<file path="src/rtl/cpu_pkg.sv">
// Shared types for the 8-bit accumulator CPU.
// Opcode and controller state encodings plus the ALU helper.
package cpu_pkg;

    localparam int AW = 5;
    localparam int DW = 8;

    typedef enum logic [2:0] {
        OP_HLT = 3'd0,
        OP_SKZ = 3'd1,
        OP_ADD = 3'd2,
        OP_AND = 3'd3,
        OP_XOR = 3'd4,
        OP_LDA = 3'd5,
        OP_STO = 3'd6,
        OP_JMP = 3'd7
    } opcode_t;

    typedef enum logic [2:0] {
        S_INST_ADDR  = 3'd0,
        S_INST_FETCH = 3'd1,
        S_INST_LOAD  = 3'd2,
        S_IDLE       = 3'd3,
        S_OP_ADDR    = 3'd4,
        S_OP_FETCH   = 3'd5,
        S_ALU_OP     = 3'd6,
        S_STORE      = 3'd7
    } state_t;

    // Non-ALU opcodes pass the accumulator through unchanged.
    function automatic logic [DW-1:0] alu(
        input opcode_t       op,
        input logic [DW-1:0] a,
        input logic [DW-1:0] b
    );
        logic [DW-1:0] r;
        r = a;
        case (op)
            OP_ADD:  r = a + b;
            OP_AND:  r = a & b;
            OP_XOR:  r = a ^ b;
            OP_LDA:  r = b;
            default: r = a;
        endcase
        return r;
    endfunction

endpackage

</file>
<file path="src/rtl/cpu_ctrl.sv">
// Eight-state controller: sequences fetch/execute and
// decodes the datapath enables from state and opcode.
module cpu_ctrl
    import cpu_pkg::*;
(
    input  logic       clk,
    input  logic       rst,
    input  logic [2:0] opcode,
    input  logic       acc_zero,
    output logic       ir_ld,
    output logic       pc_inc,
    output logic       pc_ld,
    output logic       acc_ld,
    output logic       mem_wr,
    output logic       addr_sel,
    output logic       halt
);

    state_t  current_state;
    state_t  next_state;
    opcode_t op;
    logic    halt_q;

    assign op   = opcode_t'(opcode);
    assign halt = halt_q;

    always_ff @(posedge clk) begin
        if (rst) begin
            current_state <= S_INST_ADDR;
            halt_q        <= 1'b0;
        end else begin
            current_state <= next_state;
            if (current_state == S_OP_ADDR && op == OP_HLT) begin
                halt_q <= 1'b1;
            end
        end
    end

    always_comb begin
        next_state = S_INST_ADDR;
        unique case (current_state)
            S_INST_ADDR:  next_state = S_INST_FETCH;
            S_INST_FETCH: next_state = S_INST_LOAD;
            S_INST_LOAD:  next_state = S_IDLE;
            S_IDLE:       next_state = S_OP_ADDR;
            S_OP_ADDR: begin
                if (op == OP_HLT) begin
                    next_state = S_OP_ADDR;
                end else begin
                    next_state = S_OP_FETCH;
                end
            end
            S_OP_FETCH:   next_state = S_ALU_OP;
            S_ALU_OP:     next_state = S_STORE;
            S_STORE:      next_state = S_INST_ADDR;
        endcase
    end

    // HLT still bumps PC once on its first OP_ADDR cycle, then freezes.
    always_comb begin
        ir_ld    = 1'b0;
        pc_inc   = 1'b0;
        pc_ld    = 1'b0;
        acc_ld   = 1'b0;
        mem_wr   = 1'b0;
        addr_sel = 1'b0;
        unique case (current_state)
            S_INST_ADDR:  ;
            S_INST_FETCH: ;
            S_INST_LOAD:  ir_ld = 1'b1;
            S_IDLE:       ;
            S_OP_ADDR: begin
                addr_sel = 1'b1;
                pc_inc   = ~halt_q;
            end
            S_OP_FETCH: begin
                addr_sel = 1'b1;
            end
            S_ALU_OP: begin
                addr_sel = 1'b1;
                unique case (1'b1)
                    op == OP_ADD,
                    op == OP_AND,
                    op == OP_XOR,
                    op == OP_LDA: acc_ld = 1'b1;
                    op == OP_SKZ: pc_inc = acc_zero;
                    op == OP_JMP: pc_ld  = 1'b1;
                    default:      ;
                endcase
            end
            S_STORE: begin
                addr_sel = 1'b1;
                mem_wr   = (op == OP_STO);
            end
        endcase
    end

endmodule

</file>
<file path="src/rtl/cpu_mem.sv">
// Unified 32x8 instruction/data memory.
// Combinational read, synchronous write, never cleared by reset.
module cpu_mem
    import cpu_pkg::*;
#(
    parameter int AW = cpu_pkg::AW,
    parameter int DW = cpu_pkg::DW
) (
    input  logic          clk,
    input  logic          we,
    input  logic [AW-1:0] addr,
    input  logic [DW-1:0] wdata,
    output logic [DW-1:0] rdata
);

    logic [DW-1:0] mem [0:(2**AW)-1];

    always_ff @(posedge clk) begin
        if (we) begin
            mem[addr] <= wdata;
        end
    end

    assign rdata = mem[addr];

endmodule

</file>
<file path="src/rtl/cpu_top.sv">
// 8-bit accumulator CPU top: PC, IR, ACC and ALU datapath
// around the controller and unified memory.
module cpu_top
    import cpu_pkg::*;
#(
    parameter int AW = cpu_pkg::AW,
    parameter int DW = cpu_pkg::DW
) (
    input  logic clk,
    input  logic rst,
    output logic halt
);

    logic [AW-1:0] pc_out;
    logic [DW-1:0] ir_out;
    logic [DW-1:0] acc_out;

    logic [AW-1:0] addr;
    logic [DW-1:0] rdata;
    logic [2:0]    opcode;

    logic ir_ld;
    logic pc_inc;
    logic pc_ld;
    logic acc_ld;
    logic mem_wr;
    logic addr_sel;
    logic acc_zero;

    assign opcode   = ir_out[DW-1 -: 3];
    assign acc_zero = (acc_out == '0);
    assign addr     = addr_sel ? ir_out[AW-1:0] : pc_out;

    cpu_ctrl ctrl (
        .clk      (clk),
        .rst      (rst),
        .opcode   (opcode),
        .acc_zero (acc_zero),
        .ir_ld    (ir_ld),
        .pc_inc   (pc_inc),
        .pc_ld    (pc_ld),
        .acc_ld   (acc_ld),
        .mem_wr   (mem_wr),
        .addr_sel (addr_sel),
        .halt     (halt)
    );

    cpu_mem #(
        .AW (AW),
        .DW (DW)
    ) mem (
        .clk   (clk),
        .we    (mem_wr),
        .addr  (addr),
        .wdata (acc_out),
        .rdata (rdata)
    );

    // PC wraps naturally at the top of the address space.
    always_ff @(posedge clk) begin
        if (rst) begin
            pc_out <= '0;
        end else if (pc_ld) begin
            pc_out <= ir_out[AW-1:0];
        end else if (pc_inc) begin
            pc_out <= pc_out + AW'(1);
        end
    end

    always_ff @(posedge clk) begin
        if (rst) begin
            ir_out <= '0;
        end else if (ir_ld) begin
            ir_out <= rdata;
        end
    end

    always_ff @(posedge clk) begin
        if (rst) begin
            acc_out <= '0;
        end else if (acc_ld) begin
            acc_out <= alu(opcode_t'(opcode), acc_out, rdata);
        end
    end

endmodule

</file>
<file path="config.mk">
export PLATFORM = sky130hd
export DESIGN_NAME = cpu_top
export DESIGN_NICKNAME = d
export VERILOG_FILES = /design/src/rtl/cpu_pkg.sv /design/src/rtl/cpu_ctrl.sv /design/src/rtl/cpu_mem.sv /design/src/rtl/cpu_top.sv
export SDC_FILE = /design/constraint.sdc
export NUM_CORES = 1
export LEC_CHECK = 0
export CORE_MARGIN = 4
export CORE_UTILIZATION = 45
export DETAILED_ROUTE_END_ITERATION = 12
export RECOVER_POWER = 25
export SLEW_MARGIN = 25
export SYNTH_ARGS = -nofsm -noshare
export SYNTH_HDL_FRONTEND = slang
export SYNTH_HIERARCHICAL = 1
export SYNTH_SLANG_ARGS = --single-unit
export TNS_END_PERCENT = 10
</file>
<file path="constraint.sdc">
create_clock -name clk -period 5.4 [get_ports clk]
set_input_delay 1.62 -clock clk [delete_from_list [all_inputs] [get_ports clk]]
set_output_delay 1.62 -clock clk [all_outputs]
set_load 0.005 [all_outputs]
</file>
==> results.toml, run 1 <==
[power]
total_power_mw = 4.84
power_density_mw_per_mm2 = 366
ir_drop_mv = 0.191
power_leakage_nw = 4.04

[logic_synthesis]
yosys-top-cells-area = "edfxtp_1 65%, mux2i_1 12%, dfxtp_1 4.2%, o22ai_1 3.4%, nor2_1 2.0%"
ys_ff_latch = 281
synth_edf_count = 256
ys.flop_type = "edfxtp_1"
syn_nets = 799
postSynthCellCount = 783
yosys.cell_count.top_type = "edfxtp_1"
yosys.cell_types.count = 57
synth_warnings = 6
netlist_top_cells_count = "256 x edfxtp_1, 138 x mux2i_1, 64 x o22ai_1"
synth-seq-area-share = 0.692
synth_top_cell_area_share = 0.650
synth_area_sq_mm = 0.0118
yosysTopAreaCell = "edfxtp_1"
async_reset_ff_frac = 0
synth.avg_cell_area_sq_um = 15.1

[clocking]
cts.sinks = 281
cts_resized = 0
cts_hold_buf = 0
numCtsBuffers = 30
clk_pin_slew_ns = 0.06
root_buffer = "clkbuf_16"
postCtsSetupRepairBufs = 0
clk_latency_ns = 0.54
cts_tree = "yes"
htree_levels = 1
cts_buffer_depth = 3

[drt]
antenna_left = 0
drt_first_iter_violations = 624
vias_per_cell = 5.93
first_pass_iters = 5
wire_per_inst_um = 23.8
finalWirelength_um = 27300
remaining_drc_errors = 0
via_count = 6794

[sta]
final_hold_viol_count = 0
period_minus_slack_ns = 5.05
rsz0062_at_grt = "no"
maxSlewViolCount = 181
max_freq_ghz = 0.198
max_slew.worst_pin.slew_ns = 1.96
skew_ns = 0.00833
finalSetupTns_ns = 0
setup_viol = 0
slew_headroom = -0.309
min_period_over_period = 0.935

[floorplan]
die_y_um = 170
die_area_sq_mm = 0.0289
start_util = 0.455
rows = 59
pin_count = 3
core_area_sq_mm = 0.0260
die_w_um = 170

[grt]
overflow = 0
groute.usage.overall = 0.186
grt_antenna_before_repair = 0
grt_pass1_vias = 6761
grt_max_degree = 57
grt_pass1_wl_um = 41300

[run_status]
violations = "capacitance limit, slew limit"
status = "finished with violations"

[final_layout]
n_antenna_cell = 0
area.growth.synth_to_final_pct = 11.6
final_nets = 803
fin_util = 0.508
n_fill_cell = 2168
drive_gt1_frac = 0.101

[setup_path]
cp_data_arrival_time_ns = 5.46
crit_buf_inv = 2
crit_family = "compound AO/OA/AOI/OAI gates"
end_kind = "flop"
cpMostUsedCell = "ha_1"
crit_path_start_kind = "flop"
required_ns = 5.81
crit_type = "reg2reg"
crit_slowest_cell = "nor4_1"
max_stage_delay_ns = 0.68
crit_chain = "inv_1 -> ha_1 -> o41a_2 -> mux2_8 -> buf_12 -> mux2i_1 -> o22ai_1 -> nor4_1 -> nand2_1 -> ha_1 -> a21oi_1 -> o21ai_0 -> xnor2_1 -> a2111oi_1"
critPathMaxFanout = 56

[hold_path]
hp-class = "reg2reg"

[place]
gp_congestion = 0.852
io_buffers = 2
dp_hpwl_um = 17200

[flow_run]
cap_violations = 5
## flip-flops by register name, indices dropped and copies added, names as in the netlist
| name | count |
|---|---|
| mem/mem | 256 |
| acc_out | 8 |
| ir_out | 8 |
| pc_out | 5 |
| ctrl/current_state | 3 |
| ctrl/halt | 1 |
## placed cells by master, fill, tap and decap left out, types with 5 or more instances in the layout
| master | Yosys | layout |
|---|---|---|
| edfxtp_1 | 256 | 256 |
| mux2i_1 | 138 | 138 |
| o22ai_1 | 64 | 64 |
| nor2_1 | 63 | 63 |
| clkbuf_16 | 0 | 31 |
| dfxtp_1 | 25 | 24 |
| a21oi_1 | 22 | 22 |
| nand2_1 | 21 | 21 |
| nor4_1 | 16 | 15 |
| ha_1 | 13 | 13 |
| nor3_1 | 12 | 10 |
| clkinv_1 | 0 | 10 |
| inv_1 | 8 | 8 |
| buf_4 | 0 | 8 |
| clkbuf_1 | 13 | 7 |
| nand2b_1 | 6 | 6 |
| o21ai_0 | 6 | 6 |
| bufinv_16 | 0 | 6 |
| a211oi_1 | 5 | 5 |
| clkinv_2 | 0 | 5 |
| nand4bb_1 | 5 | 5 |
## worst min-delay path: stages, from the launching register on
cell and delay, ns:
dfxtp_1 0.35, a21oi_1 0.08, nor2_1 0.07
## cells by family (layout without fill, tap and decap cells)
| family | after synthesis | in the layout | synth area share |
|---|---|---|---|
| xor+xnor | 7 | 7 | 0.00518 |
| compound gates | 123 | 123 | 0.0679 |
| mux | 143 | 143 | 0.122 |
| flops | 281 | 281 | 0.692 |
| simple gates | 162 | 162 | 0.0743 |
| buf+inv | 53 | 81 | 0.0236 |
| fa+ha+maj | 14 | 14 | 0.0154 |
## power breakdown
part	leakage, nW	internal (mW)	switching, mW
Sequential	2.57	2.36	0.0416
Combinational	0.961	0.126	0.176
Clock	0.505	1.32	0.814
Total	4.04	3.81	1.03
## per-stage QoR
| step | cells | area, sq um | setup WS [ns] | hold WS [ns] |
|---|---|---|---|---|
| after floorplan | 783 | 11800 | 1.21 | 0.470 |
| after global placement | 1090 | 12200 | 0.301 | 0.507 |
| after detailed placement | 1090 | 12200 | 0.213 | 0.521 |
| after CTS | 1146 | 13200 | 0.186 | 0.532 |
| after global routing | 1146 | 13200 | 0.0245 | 0.563 |
| final | 1146 | 13200 | 0.353 | 0.525 |
## final cells by class
type | count | area [sq um] | area share
repair buffers | 17 | 134 | 0.0101
inverters | 8 | 30.0 | 0.00227
well taps | 335 | 419 | 0.0317
clock buffers | 33 | 783 | 0.0593
clock inverters | 23 | 258 | 0.0195
multi-input cells | 449 | 3400 | 0.257
flip-flops and latches | 281 | 8190 | 0.620
## per-layer routing
metal	share of wire	global-route usage	up-vias
met3	0.047	0.0269	33
met4	0.015	0.0392	0
met1	0.45	0.268	3511
met2	0.49	0.304	166
met5	0	0	-
li1	-	-	3084
## worst paths after layout
| path | start | end | slack (ns) | cells after the start |
|---|---|---|---|---|
| worst max register to register | ctrl/current_state[0] | acc_out[6] | 0.35 | 14 |
| worst max-delay path | ctrl/current_state[0] | acc_out[6] | 0.35 | 14 |
| worst min register to register | ir_out[2] | pc_out[2] | 0.53 | 2 |
| worst min-delay path | ir_out[2] | pc_out[2] | 0.53 | 2 |
(Power assumes the default switching activity.)
==> run 2, diff against run 1 <==
--- a/config.mk
+++ b/config.mk
@@ -14,4 +14,3 @@
 export SYNTH_HDL_FRONTEND = slang
 export SYNTH_HIERARCHICAL = 1
 export SYNTH_SLANG_ARGS = --single-unit
-export TNS_END_PERCENT = 10
==> results of run 2 <==
Final layout, timing and power as in run 1 (identical DEF).
==> run 3, diff against run 2 <==
--- a/config.mk
+++ b/config.mk
@@ -9,7 +9,7 @@
 export CORE_UTILIZATION = 45
 export DETAILED_ROUTE_END_ITERATION = 12
 export RECOVER_POWER = 25
-export SLEW_MARGIN = 25
+export SLEW_MARGIN = 20
 export SYNTH_ARGS = -nofsm -noshare
 export SYNTH_HDL_FRONTEND = slang
 export SYNTH_HIERARCHICAL = 1
==> results.toml, run 3 (synthesized netlist as in run 1, its figures left out) <==
[sta]
setup_viol = 0
finalSetupTns_ns = 0
rsz0062_at_grt = "no"
max_freq_ghz = 0.198
skew_ns = 0.00833
min_period_over_period = 0.937
final_hold_viol_count = 0
maxSlewViolCount = 181
period_minus_slack_ns = 5.06
setup_slack_ns = 0.341
slew_headroom = -0.309
max_slew.worst_pin.slew_ns = 1.96

[place]
dp_hpwl_um = 17200
io_buffers = 2
gp_congestion = 0.852
pre_cts_ws_ns = 0.213

[clocking]
htree_levels = 1
root_buffer = "clkbuf_16"
postCtsSetupRepairBufs = 0
cts_buffer_depth = 3
clk_pin_slew_ns = 0.06
cts_tree = "yes"
numCtsBuffers = 30
cts.sinks = 281
clk_latency_ns = 0.54

[drt]
met1_length_um = 12400
via_count = 6795
remaining_drc_errors = 0
vias_per_cell = 5.93
wl_met2_um = 13200
wire_per_inst_um = 23.8
finalWirelength_um = 27300
wl_met3_um = 1290
top_layer_used = "met4"
first_pass_iters = 5
antenna_left = 0
drt_first_iter_violations = 624

[power]
power_density_mw_per_mm2 = 366
total_power_mw = 4.84
power_leakage_nw = 4.04
ir_drop_mv = 0.191

[floorplan]
die_area_sq_mm = 0.0289
pin_count = 3
die_y_um = 170
core_area_sq_mm = 0.0260
die_w_um = 170
start_util = 0.455
rows = 59

[run_status]
status = "finished with violations"
violations = "capacitance limit, slew limit"

[setup_path]
end_kind = "flop"
crit_slowest_cell = "nor4_1"
cpMostUsedCell = "ha_1"
cp_data_arrival_time_ns = 5.46
max_stage_delay_ns = 0.68
crit_path_start_kind = "flop"
crit_chain = "inv_1 -> ha_1 -> o41a_2 -> mux2_8 -> buf_12 -> mux2i_1 -> o22ai_1 -> nor4_1 -> nand2_1 -> ha_1 -> a21oi_1 -> o21ai_0 -> xnor2_1 -> a2111oi_1"
rrSetupSlack_ns = 0.34
crit_type = "reg2reg"
required_ns = 5.80
critPathMaxFanout = 56

[final_layout]
regArea_sq_mm = 0.00819
n_antenna_cell = 0
area.growth.synth_to_final_pct = 11.7
largest_reg_flops = 256
n_fill_cell = 2167
fin_util = 0.509
layout_commonest_cell = "edfxtp_1"
final_nets = 803
multi_input_area_sq_mm = 0.00340
drive_gt1_frac = 0.0999
layout_common_cells = "256 x edfxtp_1, 138 x mux2i_1, 64 x o22ai_1"
largestRegisters = "mem/mem x256, acc_out x8, ir_out x8"
regMostFlops = "mem/mem"

[grt]
grt_pass1_vias = 6761
grt_pass1_wl_um = 41300
grt_max_degree = 57
groute.usage.overall = 0.186
overflow = 0
grt_antenna_before_repair = 0

[flow_run]
cap_violations = 5

[hold_path]
hp-class = "reg2reg"
==> run 3: cell types whose count changed in the layout (fill, tap and decap cells not counted), sizes merged <==
cell           change
clkdlybuf4s50      +1
buf                -1
==> run 3: per-layer routing <==
layer	global-route usage	up-vias
li1	-	3084
met1	0.268	3510
met2	0.304	168
met3	0.0269	33
met4	0.0392	0
met5	0	-
==> run 3: final cells by class <==
class                      count  area share
clock inverter                23      0.0195
clock buffer                  33      0.0593
tap                          335      0.0317
sequential                   281       0.620
inverter                       8     0.00227
multi-input combinational    449       0.257
timing repair buffer          17      0.0105
==> run 3: metrics by stage <==
stage	std cells	hold WS, ns	instance area (sq um)
after floorplan	783	0.470	11800
after global placement	1090	0.507	12200
after detailed placement	1090	0.521	12200
after CTS	1146	0.532	13200
after global routing	1146	0.563	13200
final	1146	0.525	13200
==> run 3: where the power goes <==
part | internal (mW) | switching [mW] | leakage (nW)
Sequential | 2.36 | 0.0416 | 2.57
Clock | 1.32 | 0.814 | 0.505
Combinational | 0.126 | 0.176 | 0.961
Total | 3.81 | 1.03 | 4.04
==> run 3: worst max-delay path: cells and delay by family, from the launching register on <==
| kind | cells | cell delay (ns) |
|---|---|---|
| AO/OA/AOI/OAI | 5 | 1.56 |
| XOR/XNOR | 1 | 0.15 |
| adder cells (fa/ha/maj) | 2 | 0.68 |
| buffers and inverters | 2 | 0.37 |
| flip-flops | 1 | 0.35 |
| multiplexers | 2 | 0.86 |
| AND/OR/NAND/NOR | 2 | 0.92 |
==> run 3: repair_timing <==
item / in CTS / in global routing
hold buffers: 0 / 0
setup endpoints to repair: 0 / 1
resized for setup: 0 / 1
==> run 3: final timing paths <==
| check | endpoint | depth (start not counted) | from |
|---|---|---|---|
| worst max-delay path | acc_out[6] | 14 | ctrl/current_state[0] |
| worst min-delay path | pc_out[2] | 2 | ir_out[2] |
| worst min register to register | pc_out[2] | 2 | ir_out[2] |
| worst max register to register | acc_out[6] | 14 | ctrl/current_state[0] |
